$ cat config.mk
export PLATFORM = sky130hd
export DESIGN_NAME = axi4_sram_slice_flat
export DESIGN_NICKNAME = d
export VERILOG_FILES = /design/src/rtl/axi4_pkg.sv /design/src/rtl/axi4_if.sv /design/src/rtl/axi4_skid_buf.sv /design/src/rtl/axi4_sram_slice.sv /design/src/flat_wrapper.sv
export SDC_FILE = /design/constraint.sdc
export NUM_CORES = 1
export LEC_CHECK = 0
export ABC_AREA = 1
export CORE_ASPECT_RATIO = 0.75
export CORE_MARGIN = 2
export CORE_UTILIZATION = 40
export CTS_BUF_LIST = sky130_fd_sc_hd__clkbuf_4 sky130_fd_sc_hd__clkbuf_8
export DETAILED_ROUTE_END_ITERATION = 8
export PLACE_DENSITY_LB_ADDON = 0.3
export SYNTH_ARGS = -nofsm -noshare
export SYNTH_HDL_FRONTEND = slang
export SYNTH_SLANG_ARGS = --single-unit
$ cat constraint.sdc
create_clock -name clk_i -period 6.77 [get_ports clk_i]
set_clock_uncertainty 0.1 [all_clocks]
set_input_delay 1.0155 -clock clk_i [delete_from_list [all_inputs] [get_ports clk_i]]
set_output_delay 1.0155 -clock clk_i [all_outputs]
set_load 0.1 [all_outputs]
$ cat src/rtl/axi4_pkg.sv
// Shared AXI4 definitions: channel widths, burst encoding and the packed
// payload structs used by the register slice and the SRAM FSM slave.
`ifndef AXI4_ID_WIDTH
`define AXI4_ID_WIDTH 4
`endif
`ifndef AXI4_ADDR_WIDTH
`define AXI4_ADDR_WIDTH 32
`endif
`ifndef AXI4_DATA_WIDTH
`define AXI4_DATA_WIDTH 32
`endif

package axi4_pkg;
  localparam int ID_W   = `AXI4_ID_WIDTH;
  localparam int ADDR_W = `AXI4_ADDR_WIDTH;
  localparam int DATA_W = `AXI4_DATA_WIDTH;
  localparam int STRB_W = DATA_W / 8;

  typedef enum logic [1:0] {
    BURST_FIXED = 2'b00,
    BURST_INCR  = 2'b01,
    BURST_WRAP  = 2'b10
  } axi_burst_t;

  typedef struct packed {
    logic [ID_W-1:0]   id;
    logic [ADDR_W-1:0] addr;
    logic [7:0]        len;
    logic [2:0]        size;
    axi_burst_t        burst;
  } aw_chan_t;

  typedef struct packed {
    logic [DATA_W-1:0] data;
    logic [STRB_W-1:0] strb;
    logic              last;
  } w_chan_t;

  typedef struct packed {
    logic [ID_W-1:0] id;
    logic [1:0]      resp;
  } b_chan_t;

  typedef struct packed {
    logic [ID_W-1:0]   id;
    logic [ADDR_W-1:0] addr;
    logic [7:0]        len;
    logic [2:0]        size;
    axi_burst_t        burst;
  } ar_chan_t;

  typedef struct packed {
    logic [ID_W-1:0]   id;
    logic [DATA_W-1:0] data;
    logic [1:0]        resp;
    logic              last;
  } r_chan_t;
endpackage

$ cat src/rtl/axi4_if.sv
// AXI4 bundle with master/slave views. aclk/aresetn are carried for the
// benefit of other agents; the register slice clocks from its own ports.
interface axi4_if import axi4_pkg::*; (input logic aclk, input logic aresetn);
  logic [ID_W-1:0]   awid;
  logic [ADDR_W-1:0] awaddr;
  logic [7:0]        awlen;
  logic [2:0]        awsize;
  logic [1:0]        awburst;
  logic              awvalid;
  logic              awready;
  logic [DATA_W-1:0] wdata;
  logic [STRB_W-1:0] wstrb;
  logic              wlast;
  logic              wvalid;
  logic              wready;
  logic [ID_W-1:0]   bid;
  logic [1:0]        bresp;
  logic              bvalid;
  logic              bready;
  logic [ID_W-1:0]   arid;
  logic [ADDR_W-1:0] araddr;
  logic [7:0]        arlen;
  logic [2:0]        arsize;
  logic [1:0]        arburst;
  logic              arvalid;
  logic              arready;
  logic [ID_W-1:0]   rid;
  logic [DATA_W-1:0] rdata;
  logic [1:0]        rresp;
  logic              rlast;
  logic              rvalid;
  logic              rready;

  modport master (
    output awid, awaddr, awlen, awsize, awburst, awvalid, input awready,
    output wdata, wstrb, wlast, wvalid, input wready,
    input bid, bresp, bvalid, output bready,
    output arid, araddr, arlen, arsize, arburst, arvalid, input arready,
    input rid, rdata, rresp, rlast, rvalid, output rready
  );

  modport slave (
    input awid, awaddr, awlen, awsize, awburst, awvalid, output awready,
    input wdata, wstrb, wlast, wvalid, output wready,
    output bid, bresp, bvalid, input bready,
    input arid, araddr, arlen, arsize, arburst, arvalid, output arready,
    output rid, rdata, rresp, rlast, rvalid, input rready
  );
endinterface

$ cat src/rtl/axi4_skid_buf.sv
// Two-entry skid buffer for one valid/ready channel. Ready toward the source
// comes straight from a flop, so no combinational path links out_ready_i to
// in_ready_o. The head slot always drives the output payload.
module axi4_skid_buf #(
  parameter type T = logic [7:0]
) (
  input  logic clk_i,
  input  logic rst_i,
  input  logic in_valid_i,
  output logic in_ready_o,
  input  T     in_data_i,
  output logic out_valid_o,
  input  logic out_ready_i,
  output T     out_data_o
);
  logic [1:0] r_cnt;
  logic       r_in_ready;
  T           r_head;
  T           r_tail;
  logic       w_push;
  logic       w_pop;
  logic [1:0] w_cnt_next;

  assign in_ready_o  = r_in_ready;
  assign out_valid_o = (r_cnt != 2'd0);
  assign out_data_o  = r_head;
  assign w_push      = in_valid_i & r_in_ready;
  assign w_pop       = out_valid_o & out_ready_i;

  // Occupancy after this cycle's accept and release.
  always_comb begin
    w_cnt_next = r_cnt + {1'b0, w_push} - {1'b0, w_pop};
  end

  // Occupancy and registered ready; reset empties the buffer immediately.
  always_ff @(posedge clk_i or posedge rst_i) begin
    if (rst_i) begin
      r_cnt      <= 2'd0;
      r_in_ready <= 1'b0;
    end else begin
      r_cnt      <= w_cnt_next;
      r_in_ready <= (w_cnt_next != 2'd2);
    end
  end

  // Payload slots: head follows FIFO order, tail catches the beat that
  // arrives while the head is stalled.
  always_ff @(posedge clk_i) begin
    if (w_push && ((r_cnt == 2'd0) || ((r_cnt == 2'd1) && w_pop))) begin
      r_head <= in_data_i;
    end else if (w_push && (r_cnt == 2'd1)) begin
      r_tail <= in_data_i;
    end else if (w_pop && (r_cnt == 2'd2)) begin
      r_head <= r_tail;
    end
  end
endmodule

$ cat src/rtl/axi4_sram_slice.sv
// AXI4 register slice in front of the SRAM FSM slave. Each channel is either
// a skid buffer (registered both ways, one cycle of latency) or a plain wire,
// chosen per channel. The top only packs interface fields into the payload
// structs and unpacks them on the far side.
module axi4_sram_slice import axi4_pkg::*; #(
  parameter bit CUT_AW = 1'b1,
  parameter bit CUT_W  = 1'b1,
  parameter bit CUT_AR = 1'b1,
  parameter bit CUT_R  = 1'b1,
  parameter bit CUT_B  = 1'b1
) (
  input  logic   clk_i,
  input  logic   rst_i,
  axi4_if.slave  s_axi,
  axi4_if.master m_axi,
  output logic   busy_o
);
  aw_chan_t   w_aw_in, w_aw_out;
  w_chan_t    w_w_in,  w_w_out;
  b_chan_t    w_b_in,  w_b_out;
  ar_chan_t   w_ar_in, w_ar_out;
  r_chan_t    w_r_in,  w_r_out;
  logic [4:0] w_busy;

  assign w_aw_in = '{id: s_axi.awid, addr: s_axi.awaddr, len: s_axi.awlen,
                     size: s_axi.awsize, burst: axi_burst_t'(s_axi.awburst)};
  assign w_w_in  = '{data: s_axi.wdata, strb: s_axi.wstrb, last: s_axi.wlast};
  assign w_b_in  = '{id: m_axi.bid, resp: m_axi.bresp};
  assign w_ar_in = '{id: s_axi.arid, addr: s_axi.araddr, len: s_axi.arlen,
                     size: s_axi.arsize, burst: axi_burst_t'(s_axi.arburst)};
  assign w_r_in  = '{id: m_axi.rid, data: m_axi.rdata, resp: m_axi.rresp,
                     last: m_axi.rlast};

  assign m_axi.awid    = w_aw_out.id;
  assign m_axi.awaddr  = w_aw_out.addr;
  assign m_axi.awlen   = w_aw_out.len;
  assign m_axi.awsize  = w_aw_out.size;
  assign m_axi.awburst = w_aw_out.burst;
  assign m_axi.wdata   = w_w_out.data;
  assign m_axi.wstrb   = w_w_out.strb;
  assign m_axi.wlast   = w_w_out.last;
  assign s_axi.bid     = w_b_out.id;
  assign s_axi.bresp   = w_b_out.resp;
  assign m_axi.arid    = w_ar_out.id;
  assign m_axi.araddr  = w_ar_out.addr;
  assign m_axi.arlen   = w_ar_out.len;
  assign m_axi.arsize  = w_ar_out.size;
  assign m_axi.arburst = w_ar_out.burst;
  assign s_axi.rid     = w_r_out.id;
  assign s_axi.rdata   = w_r_out.data;
  assign s_axi.rresp   = w_r_out.resp;
  assign s_axi.rlast   = w_r_out.last;

  assign busy_o = |w_busy;

  generate
    if (CUT_AW) begin : g_aw_cut
      axi4_skid_buf #(.T(aw_chan_t)) u_aw (
        .clk_i(clk_i), .rst_i(rst_i),
        .in_valid_i(s_axi.awvalid), .in_ready_o(s_axi.awready), .in_data_i(w_aw_in),
        .out_valid_o(m_axi.awvalid), .out_ready_i(m_axi.awready), .out_data_o(w_aw_out));
      assign w_busy[0] = m_axi.awvalid;
    end else begin : g_aw_pass
      assign m_axi.awvalid = s_axi.awvalid;
      assign s_axi.awready = m_axi.awready;
      assign w_aw_out      = w_aw_in;
      assign w_busy[0]     = 1'b0;
    end

    if (CUT_W) begin : g_w_cut
      axi4_skid_buf #(.T(w_chan_t)) u_w (
        .clk_i(clk_i), .rst_i(rst_i),
        .in_valid_i(s_axi.wvalid), .in_ready_o(s_axi.wready), .in_data_i(w_w_in),
        .out_valid_o(m_axi.wvalid), .out_ready_i(m_axi.wready), .out_data_o(w_w_out));
      assign w_busy[1] = m_axi.wvalid;
    end else begin : g_w_pass
      assign m_axi.wvalid = s_axi.wvalid;
      assign s_axi.wready = m_axi.wready;
      assign w_w_out      = w_w_in;
      assign w_busy[1]    = 1'b0;
    end

    if (CUT_B) begin : g_b_cut
      axi4_skid_buf #(.T(b_chan_t)) u_b (
        .clk_i(clk_i), .rst_i(rst_i),
        .in_valid_i(m_axi.bvalid), .in_ready_o(m_axi.bready), .in_data_i(w_b_in),
        .out_valid_o(s_axi.bvalid), .out_ready_i(s_axi.bready), .out_data_o(w_b_out));
      assign w_busy[2] = s_axi.bvalid;
    end else begin : g_b_pass
      assign s_axi.bvalid = m_axi.bvalid;
      assign m_axi.bready = s_axi.bready;
      assign w_b_out      = w_b_in;
      assign w_busy[2]    = 1'b0;
    end

    if (CUT_AR) begin : g_ar_cut
      axi4_skid_buf #(.T(ar_chan_t)) u_ar (
        .clk_i(clk_i), .rst_i(rst_i),
        .in_valid_i(s_axi.arvalid), .in_ready_o(s_axi.arready), .in_data_i(w_ar_in),
        .out_valid_o(m_axi.arvalid), .out_ready_i(m_axi.arready), .out_data_o(w_ar_out));
      assign w_busy[3] = m_axi.arvalid;
    end else begin : g_ar_pass
      assign m_axi.arvalid = s_axi.arvalid;
      assign s_axi.arready = m_axi.arready;
      assign w_ar_out      = w_ar_in;
      assign w_busy[3]     = 1'b0;
    end

    if (CUT_R) begin : g_r_cut
      axi4_skid_buf #(.T(r_chan_t)) u_r (
        .clk_i(clk_i), .rst_i(rst_i),
        .in_valid_i(m_axi.rvalid), .in_ready_o(m_axi.rready), .in_data_i(w_r_in),
        .out_valid_o(s_axi.rvalid), .out_ready_i(s_axi.rready), .out_data_o(w_r_out));
      assign w_busy[4] = s_axi.rvalid;
    end else begin : g_r_pass
      assign s_axi.rvalid = m_axi.rvalid;
      assign m_axi.rready = s_axi.rready;
      assign w_r_out      = w_r_in;
      assign w_busy[4]    = 1'b0;
    end
  endgenerate
endmodule
$ cat src/flat_wrapper.sv
// flat-port wrapper written by rule: the top's interface ports become plain ports
module axi4_sram_slice_flat import axi4_pkg::*;
#(
  parameter bit CUT_AW = 1'b1,
  parameter bit CUT_W  = 1'b1,
  parameter bit CUT_AR = 1'b1,
  parameter bit CUT_R  = 1'b1,
  parameter bit CUT_B  = 1'b1
)
  (clk_i, rst_i, busy_o, aclk, aresetn, s_axi_awid, s_axi_awaddr, s_axi_awlen, s_axi_awsize, s_axi_awburst, s_axi_awvalid, s_axi_awready, s_axi_wdata, s_axi_wstrb, s_axi_wlast, s_axi_wvalid, s_axi_wready, s_axi_bid, s_axi_bresp, s_axi_bvalid, s_axi_bready, s_axi_arid, s_axi_araddr, s_axi_arlen, s_axi_arsize, s_axi_arburst, s_axi_arvalid, s_axi_arready, s_axi_rid, s_axi_rdata, s_axi_rresp, s_axi_rlast, s_axi_rvalid, s_axi_rready, m_axi_awid, m_axi_awaddr, m_axi_awlen, m_axi_awsize, m_axi_awburst, m_axi_awvalid, m_axi_awready, m_axi_wdata, m_axi_wstrb, m_axi_wlast, m_axi_wvalid, m_axi_wready, m_axi_bid, m_axi_bresp, m_axi_bvalid, m_axi_bready, m_axi_arid, m_axi_araddr, m_axi_arlen, m_axi_arsize, m_axi_arburst, m_axi_arvalid, m_axi_arready, m_axi_rid, m_axi_rdata, m_axi_rresp, m_axi_rlast, m_axi_rvalid, m_axi_rready);
  axi4_if s_axi_i (.aclk(aclk), .aresetn(aresetn));
  axi4_if m_axi_i (.aclk(aclk), .aresetn(aresetn));
  input  logic clk_i;
  input  logic rst_i;
  output logic busy_o;
  input wire logic aclk;
  input wire logic aresetn;
  input wire logic [$bits(s_axi_i.awid)-1:0] s_axi_awid;
  input wire logic [$bits(s_axi_i.awaddr)-1:0] s_axi_awaddr;
  input wire logic [$bits(s_axi_i.awlen)-1:0] s_axi_awlen;
  input wire logic [$bits(s_axi_i.awsize)-1:0] s_axi_awsize;
  input wire logic [$bits(s_axi_i.awburst)-1:0] s_axi_awburst;
  input wire logic [$bits(s_axi_i.awvalid)-1:0] s_axi_awvalid;
  output wire logic [$bits(s_axi_i.awready)-1:0] s_axi_awready;
  input wire logic [$bits(s_axi_i.wdata)-1:0] s_axi_wdata;
  input wire logic [$bits(s_axi_i.wstrb)-1:0] s_axi_wstrb;
  input wire logic [$bits(s_axi_i.wlast)-1:0] s_axi_wlast;
  input wire logic [$bits(s_axi_i.wvalid)-1:0] s_axi_wvalid;
  output wire logic [$bits(s_axi_i.wready)-1:0] s_axi_wready;
  output wire logic [$bits(s_axi_i.bid)-1:0] s_axi_bid;
  output wire logic [$bits(s_axi_i.bresp)-1:0] s_axi_bresp;
  output wire logic [$bits(s_axi_i.bvalid)-1:0] s_axi_bvalid;
  input wire logic [$bits(s_axi_i.bready)-1:0] s_axi_bready;
  input wire logic [$bits(s_axi_i.arid)-1:0] s_axi_arid;
  input wire logic [$bits(s_axi_i.araddr)-1:0] s_axi_araddr;
  input wire logic [$bits(s_axi_i.arlen)-1:0] s_axi_arlen;
  input wire logic [$bits(s_axi_i.arsize)-1:0] s_axi_arsize;
  input wire logic [$bits(s_axi_i.arburst)-1:0] s_axi_arburst;
  input wire logic [$bits(s_axi_i.arvalid)-1:0] s_axi_arvalid;
  output wire logic [$bits(s_axi_i.arready)-1:0] s_axi_arready;
  output wire logic [$bits(s_axi_i.rid)-1:0] s_axi_rid;
  output wire logic [$bits(s_axi_i.rdata)-1:0] s_axi_rdata;
  output wire logic [$bits(s_axi_i.rresp)-1:0] s_axi_rresp;
  output wire logic [$bits(s_axi_i.rlast)-1:0] s_axi_rlast;
  output wire logic [$bits(s_axi_i.rvalid)-1:0] s_axi_rvalid;
  input wire logic [$bits(s_axi_i.rready)-1:0] s_axi_rready;
  output wire logic [$bits(m_axi_i.awid)-1:0] m_axi_awid;
  output wire logic [$bits(m_axi_i.awaddr)-1:0] m_axi_awaddr;
  output wire logic [$bits(m_axi_i.awlen)-1:0] m_axi_awlen;
  output wire logic [$bits(m_axi_i.awsize)-1:0] m_axi_awsize;
  output wire logic [$bits(m_axi_i.awburst)-1:0] m_axi_awburst;
  output wire logic [$bits(m_axi_i.awvalid)-1:0] m_axi_awvalid;
  input wire logic [$bits(m_axi_i.awready)-1:0] m_axi_awready;
  output wire logic [$bits(m_axi_i.wdata)-1:0] m_axi_wdata;
  output wire logic [$bits(m_axi_i.wstrb)-1:0] m_axi_wstrb;
  output wire logic [$bits(m_axi_i.wlast)-1:0] m_axi_wlast;
  output wire logic [$bits(m_axi_i.wvalid)-1:0] m_axi_wvalid;
  input wire logic [$bits(m_axi_i.wready)-1:0] m_axi_wready;
  input wire logic [$bits(m_axi_i.bid)-1:0] m_axi_bid;
  input wire logic [$bits(m_axi_i.bresp)-1:0] m_axi_bresp;
  input wire logic [$bits(m_axi_i.bvalid)-1:0] m_axi_bvalid;
  output wire logic [$bits(m_axi_i.bready)-1:0] m_axi_bready;
  output wire logic [$bits(m_axi_i.arid)-1:0] m_axi_arid;
  output wire logic [$bits(m_axi_i.araddr)-1:0] m_axi_araddr;
  output wire logic [$bits(m_axi_i.arlen)-1:0] m_axi_arlen;
  output wire logic [$bits(m_axi_i.arsize)-1:0] m_axi_arsize;
  output wire logic [$bits(m_axi_i.arburst)-1:0] m_axi_arburst;
  output wire logic [$bits(m_axi_i.arvalid)-1:0] m_axi_arvalid;
  input wire logic [$bits(m_axi_i.arready)-1:0] m_axi_arready;
  input wire logic [$bits(m_axi_i.rid)-1:0] m_axi_rid;
  input wire logic [$bits(m_axi_i.rdata)-1:0] m_axi_rdata;
  input wire logic [$bits(m_axi_i.rresp)-1:0] m_axi_rresp;
  input wire logic [$bits(m_axi_i.rlast)-1:0] m_axi_rlast;
  input wire logic [$bits(m_axi_i.rvalid)-1:0] m_axi_rvalid;
  output wire logic [$bits(m_axi_i.rready)-1:0] m_axi_rready;
  assign s_axi_i.awid = s_axi_awid;
  assign s_axi_i.awaddr = s_axi_awaddr;
  assign s_axi_i.awlen = s_axi_awlen;
  assign s_axi_i.awsize = s_axi_awsize;
  assign s_axi_i.awburst = s_axi_awburst;
  assign s_axi_i.awvalid = s_axi_awvalid;
  assign s_axi_awready = s_axi_i.awready;
  assign s_axi_i.wdata = s_axi_wdata;
  assign s_axi_i.wstrb = s_axi_wstrb;
  assign s_axi_i.wlast = s_axi_wlast;
  assign s_axi_i.wvalid = s_axi_wvalid;
  assign s_axi_wready = s_axi_i.wready;
  assign s_axi_bid = s_axi_i.bid;
  assign s_axi_bresp = s_axi_i.bresp;
  assign s_axi_bvalid = s_axi_i.bvalid;
  assign s_axi_i.bready = s_axi_bready;
  assign s_axi_i.arid = s_axi_arid;
  assign s_axi_i.araddr = s_axi_araddr;
  assign s_axi_i.arlen = s_axi_arlen;
  assign s_axi_i.arsize = s_axi_arsize;
  assign s_axi_i.arburst = s_axi_arburst;
  assign s_axi_i.arvalid = s_axi_arvalid;
  assign s_axi_arready = s_axi_i.arready;
  assign s_axi_rid = s_axi_i.rid;
  assign s_axi_rdata = s_axi_i.rdata;
  assign s_axi_rresp = s_axi_i.rresp;
  assign s_axi_rlast = s_axi_i.rlast;
  assign s_axi_rvalid = s_axi_i.rvalid;
  assign s_axi_i.rready = s_axi_rready;
  assign m_axi_awid = m_axi_i.awid;
  assign m_axi_awaddr = m_axi_i.awaddr;
  assign m_axi_awlen = m_axi_i.awlen;
  assign m_axi_awsize = m_axi_i.awsize;
  assign m_axi_awburst = m_axi_i.awburst;
  assign m_axi_awvalid = m_axi_i.awvalid;
  assign m_axi_i.awready = m_axi_awready;
  assign m_axi_wdata = m_axi_i.wdata;
  assign m_axi_wstrb = m_axi_i.wstrb;
  assign m_axi_wlast = m_axi_i.wlast;
  assign m_axi_wvalid = m_axi_i.wvalid;
  assign m_axi_i.wready = m_axi_wready;
  assign m_axi_i.bid = m_axi_bid;
  assign m_axi_i.bresp = m_axi_bresp;
  assign m_axi_i.bvalid = m_axi_bvalid;
  assign m_axi_bready = m_axi_i.bready;
  assign m_axi_arid = m_axi_i.arid;
  assign m_axi_araddr = m_axi_i.araddr;
  assign m_axi_arlen = m_axi_i.arlen;
  assign m_axi_arsize = m_axi_i.arsize;
  assign m_axi_arburst = m_axi_i.arburst;
  assign m_axi_arvalid = m_axi_i.arvalid;
  assign m_axi_i.arready = m_axi_arready;
  assign m_axi_i.rid = m_axi_rid;
  assign m_axi_i.rdata = m_axi_rdata;
  assign m_axi_i.rresp = m_axi_rresp;
  assign m_axi_i.rlast = m_axi_rlast;
  assign m_axi_i.rvalid = m_axi_rvalid;
  assign m_axi_rready = m_axi_i.rready;
  axi4_sram_slice #(.CUT_AW(CUT_AW), .CUT_W(CUT_W), .CUT_AR(CUT_AR), .CUT_R(CUT_R), .CUT_B(CUT_B)) u_core (.clk_i(clk_i), .rst_i(rst_i), .s_axi(s_axi_i), .m_axi(m_axi_i), .busy_o(busy_o));
endmodule
==> out/results.ini, run 1 <==
[grt]
gr-total-overflow=0
grt_max_degree=52
grt_pass1_vias=9855
track_usage_pct=19.20
gr-usage-met3_pct=6.111
antenna_found_initial=4
grt_util_met2_pct=29.37
met1_usage_pct=25.37
grt_pass1_wl_um=56090
grt-busiest-layer=met2

[route]
wirelength_um=37320
via_per_inst=4.823
drt_iter0_drc=585
vias=9877
firstDrtPassIters=8
drtAntennaViolNets=0
routedWlPerCell_um=18.22
drc_errors=0

[timing]
finalHoldWorstSlack_ns=0.4055
setup_tns_ns=0
worst_pin_slew_ns=1.102
fin_crit_ns=3.797
slew_headroom_pct=26.24
setup_slack_ns=2.973
fin_crit_sh_pct=56.09
max_freq_ghz=0.2633
finalHoldViolCount=0
rsz0062_at_grt=no
setup_viol=0
slew_viol_final=0

[synthesis]
synth_nets=1327
synth_cell_types=19
synth-async-reset-ratio_pct=4.000
synth_top_area_share_pct=74.03
synth_edf_count=360
yosys.area.top_type=edfxtp_1
synth_warnings=0
synth_most_common_cell=nand2_1
synth_common_cells=nand2_1 (427), edfxtp_1 (360), nand3_1 (180), inv_1 (36), buf_2 (32)
synth_area_um2=14600
netlist_instances=1123
ys.flop_type=edfxtp_1
synth.avg_cell_area_um2=13.00
ys_seq_elements=375
ys_seq_area_share_pct=76.60
synthTopCellsByArea=edfxtp_1 (74%), nand2_1 (11%), nand3_1 (6.2%)

[job]
max_cap_viol_count=0

[worst_setup_path]
path_max_fanout=6
critPathKind=flop to output pin
cp_cell_sequence=inv_1, nand2_1, nor2_1, nand3_1, clkdlybuf4s50_1
r2r_slack_ns=4.21
cp-startpoint=u_core.g_aw_cut.u_aw.r_cnt[1]$_DFF_PP0_
worstReg2RegStart=u_core.g_ar_cut.u_ar.r_cnt[1]$_DFF_PP0_
path_buf_inv=2
slowest_delay_ns=1.16
crit_slowest_cell=clkdlybuf4s50_1
arrival_ns=2.68
cpLargestDelayFamily=buffers and inverters
worstSetupStartpointType=flop
cp.required_ns=5.65
end_kind=output pin

[die]
pin_count=385
dieArea_um2=38070
start_util_pct=40.69
die_y_um=169.5
core_area_um2=35880
die_w_um=224.6
placementRows=60

[clock_network]
ctsHoldBuffers=0
cts.htree.levels=2
cts_tree=built
clk_latency_ns=0.61
ctsResizeCount=0
cts_inserted_buffers=58
cts_buffer_depth=3
cts_setup_buffers=0
cts_root_buf=clkbuf_8
clkSinkCount=375
path_clk_slew_ns=0.06

[placed_design]
pre_cts_slack_ns=3.060
hpwl_um=24440
io_buffers=382
place.detailed.instances=1936
place_area_um2=18860
place_congestion=0.8070

[cells_and_area]
fin_nets=1735
syn_to_final_growth_pct=37.18
utilization_pct=55.82
fill_cells=3011
final_cell_area_um2=20030
fin_cells=2048
drive_above_1_share_pct=9.120

[power_and_ir_drop]
leakagePower_nw=7.746
p_per_area_nw_per_um2=511.8
totalPowerFinal_mw=10.25
ir_worst_vdd_uv=259.9

[hold_path]
hold_class=flop to flop
min_from=u_core.g_ar_cut.u_ar.r_tail[39]$_DFFE_PP_

[run_status]
status=finished clean

==> flip-flops by register name (all words and copies together), names as in the netlist, 2 cells and up <==
signal	count
u_core.g_aw_cut.u_aw.out_data_o	49
u_core.g_r_cut.u_r.r_cnt	2
u_core.g_b_cut.u_b.out_data_o	6
u_core.g_aw_cut.u_aw.r_tail	49
u_core.g_r_cut.u_r.r_tail	39
u_core.g_b_cut.u_b.r_cnt	2
u_core.g_ar_cut.u_ar.r_tail	49
u_core.g_b_cut.u_b.r_tail	6
u_core.g_w_cut.u_w.out_data_o	37
u_core.g_w_cut.u_w.r_cnt	2
u_core.g_ar_cut.u_ar.r_cnt	2
u_core.g_r_cut.u_r.out_data_o	39
u_core.g_ar_cut.u_ar.out_data_o	49
u_core.g_aw_cut.u_aw.r_cnt	2
u_core.g_w_cut.u_w.r_tail	37
==> where the power goes <==
group,total [mW],internal (mW),switching (mW)
combinational,4.92,0.986,3.93
sequential,3.44,3.26,0.174
clock,1.90,1.02,0.877
total,10.3,5.27,4.98
==> metal layers <==
layer / wire length, um / vias up / part of all wire (%)
met5: 0 / - / 0
met4: 1108 / 0 / 3.0
met3: 3077 / 84 / 8.2
met2: 17480 / 325 / 47
met1: 15650 / 4723 / 42
li1: - / 4745 / -
==> kinds of logic after synthesis <==
kind of cell | after synthesis | share of synthesized area [%]
adders and majority gates | 10 | 0.8568
AOI/OAI and AO/OA | 5 | 0.1713
and+or+nand+nor | 643 | 19.14
buffers and inverters | 90 | 3.230
DFF | 375 | 76.60
==> cell type report <==
type                    count  area (um^2)  share of cell area, %
diodes                      4        10.01                0.04997
clock buffers              77        940.9                  4.697
clock inverters            31        217.7                  1.087
inverters                  36        135.1                 0.6746
multi-input cells         658         2987                  14.91
flip-flops and latches    375        11190                  55.84
well taps                 465        581.8                  2.904
repair buffers            402         3974                  19.84
==> layout by cell type (no fill, tap or decap), types with 10 or more instances in the layout <==
cell type / Yosys / layout
clkinv_1: 0 / 19
ha_1: 10 / 10
edfxtp_1: 360 / 360
clkbuf_8: 0 / 58
nand2_1: 427 / 424
inv_1: 36 / 36
dfrtp_1: 15 / 15
buf_4: 11 / 20
clkbuf_4: 0 / 19
nand3_1: 180 / 180
clkdlybuf4s50_1: 0 / 382
nand3_2: 20 / 20
==> final timing paths <==
| kind | to | cells after the start |
|---|---|---|
| setup / recovery | busy_o | 5 |
| hold / removal | u_core.g_ar_cut.u_ar.out_data_o[39]$_DFFE_PP_ | 2 |
| setup reg to reg | u_core.g_ar_cut.u_ar.out_data_o[47]$_DFFE_PP_ | 5 |
| hold reg to reg | u_core.g_ar_cut.u_ar.out_data_o[39]$_DFFE_PP_ | 2 |
| max in group asynchronous | u_core.g_w_cut.u_w.r_cnt[0]$_DFF_PP0_ | 2 |
| min in group asynchronous | u_core.g_aw_cut.u_aw.in_ready_o$_DFF_PP0_ | 2 |
==> worst reg2reg max path, stage by stage (launching register included) <==
cell and delay [ns]:
dfrtp_1 0.47, nor2_4 0.13, buf_4 0.52, nand2_2 0.16, o21ai_4 0.43, buf_4 0.43
(Power assumes the default switching activity.)
==> run 2: changes to the inputs <==
==> constraint.sdc (replaced) <==
create_clock -name clk_i -period 3.67 [get_ports clk_i]
set_clock_uncertainty 0.1 [all_clocks]
set_input_delay 0.5505 -clock clk_i [delete_from_list [all_inputs] [get_ports clk_i]]
set_output_delay 0.5505 -clock clk_i [all_outputs]
set_load 0.1 [all_outputs]
==> run 2 against run 1 <==
Compared with the run above:
- count of clock-buffer cells in the layout fell by 1
- global-route usage fell by 0.76 points
- via count barely moved
- sequential cell count did not move
- non-clock buffer count rose by 3
- setup slack got worse by 2.1 ns
- first-iteration DRC count fell by 8.4%
- clock power rose by 71%
- register-to-register slack got worse by 2.7 ns
- sequential share of layout area rose by 0.14 points
- largest power group unchanged
==> out/results.ini, run 2 (synthesis gave the netlist of run 1 again) <==
[worst_setup_path]
r2r_cells=3  ; -2
cpLargestDelayFamily=buffers and inverters
slowest_delay_ns=1.18  ; +0.02 ns
path_depth=1  ; -4
cp-startpoint=u_core.g_r_cut.u_r.in_ready_o$_DFF_PP0_
path_max_fanout=2  ; -4
cp_cell_sequence=clkdlybuf4s50_1
path_buf_inv=1  ; -1
worstReg2RegStart=u_core.g_ar_cut.u_ar.r_cnt[1]$_DFF_PP0_
end_kind=output pin
endpoint=m_axi_rready
worstSetupStartpointType=flop
critPathKind=flop to output pin
arrival_ns=2.12  ; -0.56 ns
r2r_end=u_core.g_ar_cut.u_ar.out_data_o[26]$_DFFE_PP_
cp.required_ns=3.02  ; -2.63 ns
r2r_slack_ns=1.54  ; -2.67 ns
crit_slowest_cell=clkdlybuf4s50_1

[clock_network]
clk_latency_ns=0.60  ; about the same
cts_inserted_buffers=57  ; -1.7%
cts.htree.levels=2  ; unchanged
clkSinkCount=375  ; unchanged
cts_setup_buffers=0  ; unchanged
cts_buffer_depth=3  ; unchanged
path_clk_slew_ns=0.08  ; +0.02 ns
cts_root_buf=clkbuf_8
ctsHoldBuffers=0  ; unchanged
cts_tree=built
ctsResizeCount=0  ; unchanged

[grt]
grt_pass1_vias=9795  ; -0.61%
track_usage_pct=18.44  ; -0.76 points
antenna_found_initial=5  ; +1
grt_pass1_wl_um=54590  ; -2.7%
grt_max_degree=51  ; -1.9%
gr-total-overflow=0  ; unchanged

[placed_design]
place_congestion=0.7970  ; -1.2%
hpwl_um=23630  ; -3.3%
io_buffers=382  ; unchanged
place_area_um2=18910  ; +0.24%

[die]
pin_count=385  ; unchanged
die_y_um=169.5  ; unchanged
placementRows=60  ; unchanged
die_w_um=224.6  ; unchanged
start_util_pct=40.69  ; unchanged
dieArea_um2=38070  ; unchanged
core_area_um2=35880  ; unchanged

[timing]
max_freq_ghz=0.3604
finalHoldViolCount=0  ; unchanged
fin_crit_sh_pct=75.61
rsz0062_at_grt=no
setup_viol=0  ; unchanged
worst_pin_slew_ns=1.080  ; -0.02206 ns
slew_headroom_pct=27.76  ; +1.5 points
setup_tns_ns=0  ; unchanged
fin_crit_ns=2.775
slew_viol_final=0  ; unchanged

[route]
wirelength_um=35940  ; -3.7%
routedWlPerCell_um=17.55  ; -3.7%
via_per_inst=4.825  ; about the same
firstDrtPassIters=6  ; -2
drtAntennaViolNets=0  ; unchanged
vias=9882  ; +0.051%
drc_errors=0  ; unchanged
drt_iter0_drc=536  ; -8.4%

[cells_and_area]
syn_to_final_growth_pct=36.83
final_cell_mix=nand2_1 (424), clkdlybuf4s50_1 (376), edfxtp_1 (360), nand3_1 (180), clkbuf_8 (59)
final_common_cell=nand2_1
utilization_pct=55.68  ; -0.14 points
drive_above_1_share_pct=9.310  ; +0.19 points
final_cell_area_um2=19980  ; -0.26%
fin_nets=1737  ; +0.12%

[power_and_ir_drop]
ir_worst_vdd_uv=433.0  ; +67%
leakagePower_nw=7.734  ; -0.15%
p_per_area_nw_per_um2=932.3  ; +82%

[run_status]
status=finished clean

[job]
max_cap_viol_count=0  ; unchanged

[hold_path]
hold_class=input pin to async pin

## run 2: routing by layer
metal	share of wire (%)	vias to the layer above	global-route usage, %
met4	2.5	2	6.133
met1	41	4707	23.92
met3	7.8	74	5.834
li1	-	4767	-
met5	0.036	-	0
met2	48	332	29.55
## run 2: area by class of cell
| cell class | instances | area [um^2] |
|---|---|---|
| sequential | 375 | 11190 |
| tap | 465 | 581.8 |
| inverter | 36 | 135.1 |
| multi-input combinational | 658 | 3012 |
| antenna | 4 | 10.01 |
| fill | 3035 | 15900 |
| timing repair buffer | 405 | 3994 |
| clock buffer | 76 | 939.7 |
| clock inverter | 29 | 122.6 |
## run 2: worst min-delay path by stage
stage | start | to | slack, ns | depth (start not counted)
6_report | rst_i | u_core.g_b_cut.u_b.r_cnt[0]$_DFF_PP0_ | 0.28 | 2
5_1_grt | rst_i | u_core.g_b_cut.u_b.r_cnt[0]$_DFF_PP0_ | 0.30 | 2
2_1_floorplan | rst_i | u_core.g_ar_cut.u_ar.in_ready_o$_DFF_PP0_ | 0.35 | 1
3_3_place_gp | u_core.g_r_cut.u_r.r_tail[22]$_DFFE_PP_ | u_core.g_r_cut.u_r.out_data_o[22]$_DFFE_PP_ | 0.39 | 2
3_5_place_dp | u_core.g_aw_cut.u_aw.r_tail[47]$_DFFE_PP_ | u_core.g_aw_cut.u_aw.out_data_o[47]$_DFFE_PP_ | 0.39 | 2
4_1_cts | rst_i | u_core.g_b_cut.u_b.r_cnt[0]$_DFF_PP0_ | 0.26 | 2
## run 2: through the flow
step | hold WS (ns) | setup WS, ns | std cells | power [mW]
2_1_floorplan | 0.3520 | 0.3729 | 1123 | 13.30
3_3_place_gp | 0.3920 | 1.017 | 1939 | 15.43
3_5_place_dp | 0.3940 | 1.015 | 1939 | 15.54
4_1_cts | 0.2576 | 0.8159 | 2044 | 18.83
5_1_grt | 0.2951 | 0.8158 | 2048 | 19.44
6_report | 0.2772 | 0.8950 | 2048 | 18.63
## run 2: where the power goes
part	internal [mW]	leakage, nW	switching [mW]
sequential	6.02	3.50	0.323
clock	1.66	0.557	1.58
combinational	1.83	3.68	7.22
==> run 3: changes to the inputs <==
==> constraint.sdc (replaced) <==
create_clock -name clk_i -period 2.9 [get_ports clk_i]
set_clock_uncertainty 0.1 [all_clocks]
set_input_delay 0.435 -clock clk_i [delete_from_list [all_inputs] [get_ports clk_i]]
set_output_delay 0.435 -clock clk_i [all_outputs]
set_load 0.1 [all_outputs]
==> run 3 against run 2 <==
Compared with the run above:
- setup slack lost 0.64 ns
- total power grew 28%
- hold slack lost 0.12 ns
- final area shrank 1.3%
- sequential share of layout area grew 0.77 points
- critical endpoint is now busy_o
- largest cell class unchanged
- highest routed layer is now met4
==> out/results.ini, run 3 (synthesis gave the netlist of run 1 again) <==
[cells_and_area]
final_common_cell=nand2_1
regArea_um2=11190  ; about the same
final_cell_mix=nand2_1 (422), edfxtp_1 (360), buf_4 (209), clkdlybuf4s50_1 (191), nand3_1 (180)
fill_cells=3083  ; +1.6%
final_cell_area_um2=19720  ; -1.3%
fin_nets=1740  ; +0.17%
drive_above_1_share_pct=21.72  ; +12 points
syn_to_final_growth_pct=35.01
multiInputGateArea_um2=3017  ; +0.17%
utilization_pct=54.94  ; -0.74 points

[worst_setup_path]
worstReg2RegStart=u_core.g_ar_cut.u_ar.r_cnt[1]$_DFF_PP0_
r2r_cells=10  ; +7
crit_slowest_cell=dfrtp_1
r2r_slack_ns=0.98  ; -0.56 ns
end_kind=output pin
r2r_end=u_core.g_ar_cut.u_ar.in_ready_o$_DFF_PP0_
cp.required_ns=2.37  ; -0.65 ns
arrival_ns=2.11  ; about the same
cp_cell_sequence=inv_1, nand2_1, nor2_1, nand3_1, buf_4
worstSetupStartpointType=flop
cp-startpoint=u_core.g_aw_cut.u_aw.r_cnt[1]$_DFF_PP0_
critPathKind=flop to output pin
slowest_delay_ns=0.49  ; -0.69 ns
path_max_fanout=6  ; +4
endpoint=busy_o

[grt]
grt_max_degree=50  ; -2.0%
track_usage_pct=18.59  ; +0.15 points
grt_pass1_wl_um=54800  ; +0.39%
gr-total-overflow=0  ; unchanged
grt_pass1_vias=9690  ; -1.1%
antenna_found_initial=1  ; -4

[clock_network]
path_clk_slew_ns=0.06  ; -0.02 ns
ctsResizeCount=0  ; unchanged
cts_tree=built
cts.htree.levels=2  ; unchanged
clk_latency_ns=0.61  ; about the same
cts_inserted_buffers=58  ; +1.8%
cts_setup_buffers=0  ; unchanged
cts_buffer_depth=3  ; unchanged
clkSinkCount=375  ; unchanged
cts_root_buf=clkbuf_8
ctsHoldBuffers=0  ; unchanged

[route]
drt_iter0_drc=817  ; +52%
vias=9803  ; -0.80%
drc_errors=0  ; unchanged
wirelength_um=35880  ; -0.17%
routedWlPerCell_um=17.50  ; -0.27%
firstDrtPassIters=4  ; -2
via_per_inst=4.782  ; -0.90%
drtAntennaViolNets=0  ; unchanged

[timing]
setup_tns_ns=0  ; unchanged
max_freq_ghz=0.3778
setup_slack_ns=0.2534  ; -0.6416 ns
worst_pin_slew_ns=0.7365  ; -0.3436 ns
rsz0062_at_grt=no
finalHoldViolCount=0  ; unchanged
fin_crit_sh_pct=91.26
slew_headroom_pct=50.84  ; +23 points
setup_viol=0  ; unchanged
slew_viol_final=0  ; unchanged
fin_crit_ns=2.647

[die]
dieArea_um2=38070  ; unchanged
die_y_um=169.5  ; unchanged
pin_count=385  ; unchanged
die_w_um=224.6  ; unchanged
placementRows=60  ; unchanged
core_area_um2=35880  ; unchanged
start_util_pct=40.69  ; unchanged

[power_and_ir_drop]
p_per_area_nw_per_um2=1205  ; +29%
ir_worst_vdd_uv=1151  ; +170%
leakagePower_nw=7.987  ; +3.3%

[placed_design]
io_buffers=382  ; unchanged
hpwl_um=23480  ; -0.64%
place_congestion=0.8263  ; +3.7%
place_area_um2=18540  ; -1.9%
pre_cts_slack_ns=0.5577  ; -0.4576 ns

[run_status]
status=finished clean

[job]
max_cap_viol_count=0  ; unchanged

[hold_path]
hold_class=input pin to async pin

run 3: changes by cell type in the layout (fill, tap and decap cells not counted), sizes merged:
cell / delta
clkdlybuf4s50: -185
diode: -3
clkinvlp: -1
clkinv: +2
buf: +187
bufinv: +2
run 3: worst min-delay path by stage:
stage / from / endpoint / slack, ns / depth (start not counted)
detailed placement: u_core.g_aw_cut.u_aw.r_tail[10]$_DFFE_PP_ / u_core.g_aw_cut.u_aw.out_data_o[10]$_DFFE_PP_ / 0.39 / 2
floorplan: rst_i / u_core.g_ar_cut.u_ar.r_cnt[0]$_DFF_PP0_ / 0.24 / 1
CTS: rst_i / u_core.g_b_cut.u_b.in_ready_o$_DFF_PP0_ / 0.14 / 2
global route: rst_i / u_core.g_aw_cut.u_aw.r_cnt[0]$_DFF_PP0_ / 0.17 / 2
global placement: u_core.g_aw_cut.u_aw.r_tail[20]$_DFFE_PP_ / u_core.g_aw_cut.u_aw.out_data_o[20]$_DFFE_PP_ / 0.39 / 2
finish: rst_i / u_core.g_aw_cut.u_aw.r_cnt[0]$_DFF_PP0_ / 0.15 / 2
run 3: power breakdown:
group          leakage [nW]  internal (mW)  switching, mW  total, mW
sequential             3.49           7.61          0.449       8.06
clock                 0.615           2.37           2.08       4.45
combinational          3.88           2.11           9.14       11.3
run 3: cell type report:
cell class | instances | area share (%)
inverter | 36 | 0.6854
tap | 465 | 2.951
timing repair buffer | 407 | 18.37
multi-input combinational | 658 | 15.30
clock buffer | 76 | 4.957
antenna | 1 | 0.01269
clock inverter | 32 | 0.9773
sequential | 375 | 56.75
run 3: through the flow:
step	cells	total power [mW]	hold slack, ns
6_report	2050	23.76	0.1527
5_1_grt	2050	24.79	0.1666
4_1_cts	2049	23.99	0.1420
3_5_place_dp	1941	19.49	0.3948
3_3_place_gp	1941	19.35	0.3923
2_1_floorplan	1123	16.84	0.2363
run 3: worst max-delay path: cells and delay by family (launching register included):
| kind | cells | cell delay (ns) |
|---|---|---|
| buffers and inverters | 2 | 0.42 |
| flip-flops | 1 | 0.49 |
| AND/OR/NAND/NOR | 3 | 0.59 |
run 3: routing by layer:
metal / vias up / global-route usage, % / wire [um]
li1: 4762 / - / -
met4: 0 / 5.298 / 703
met2: 335 / 30.14 / 17210
met1: 4651 / 25.03 / 15370
met5: - / 0 / 0
met3: 55 / 4.605 / 2590
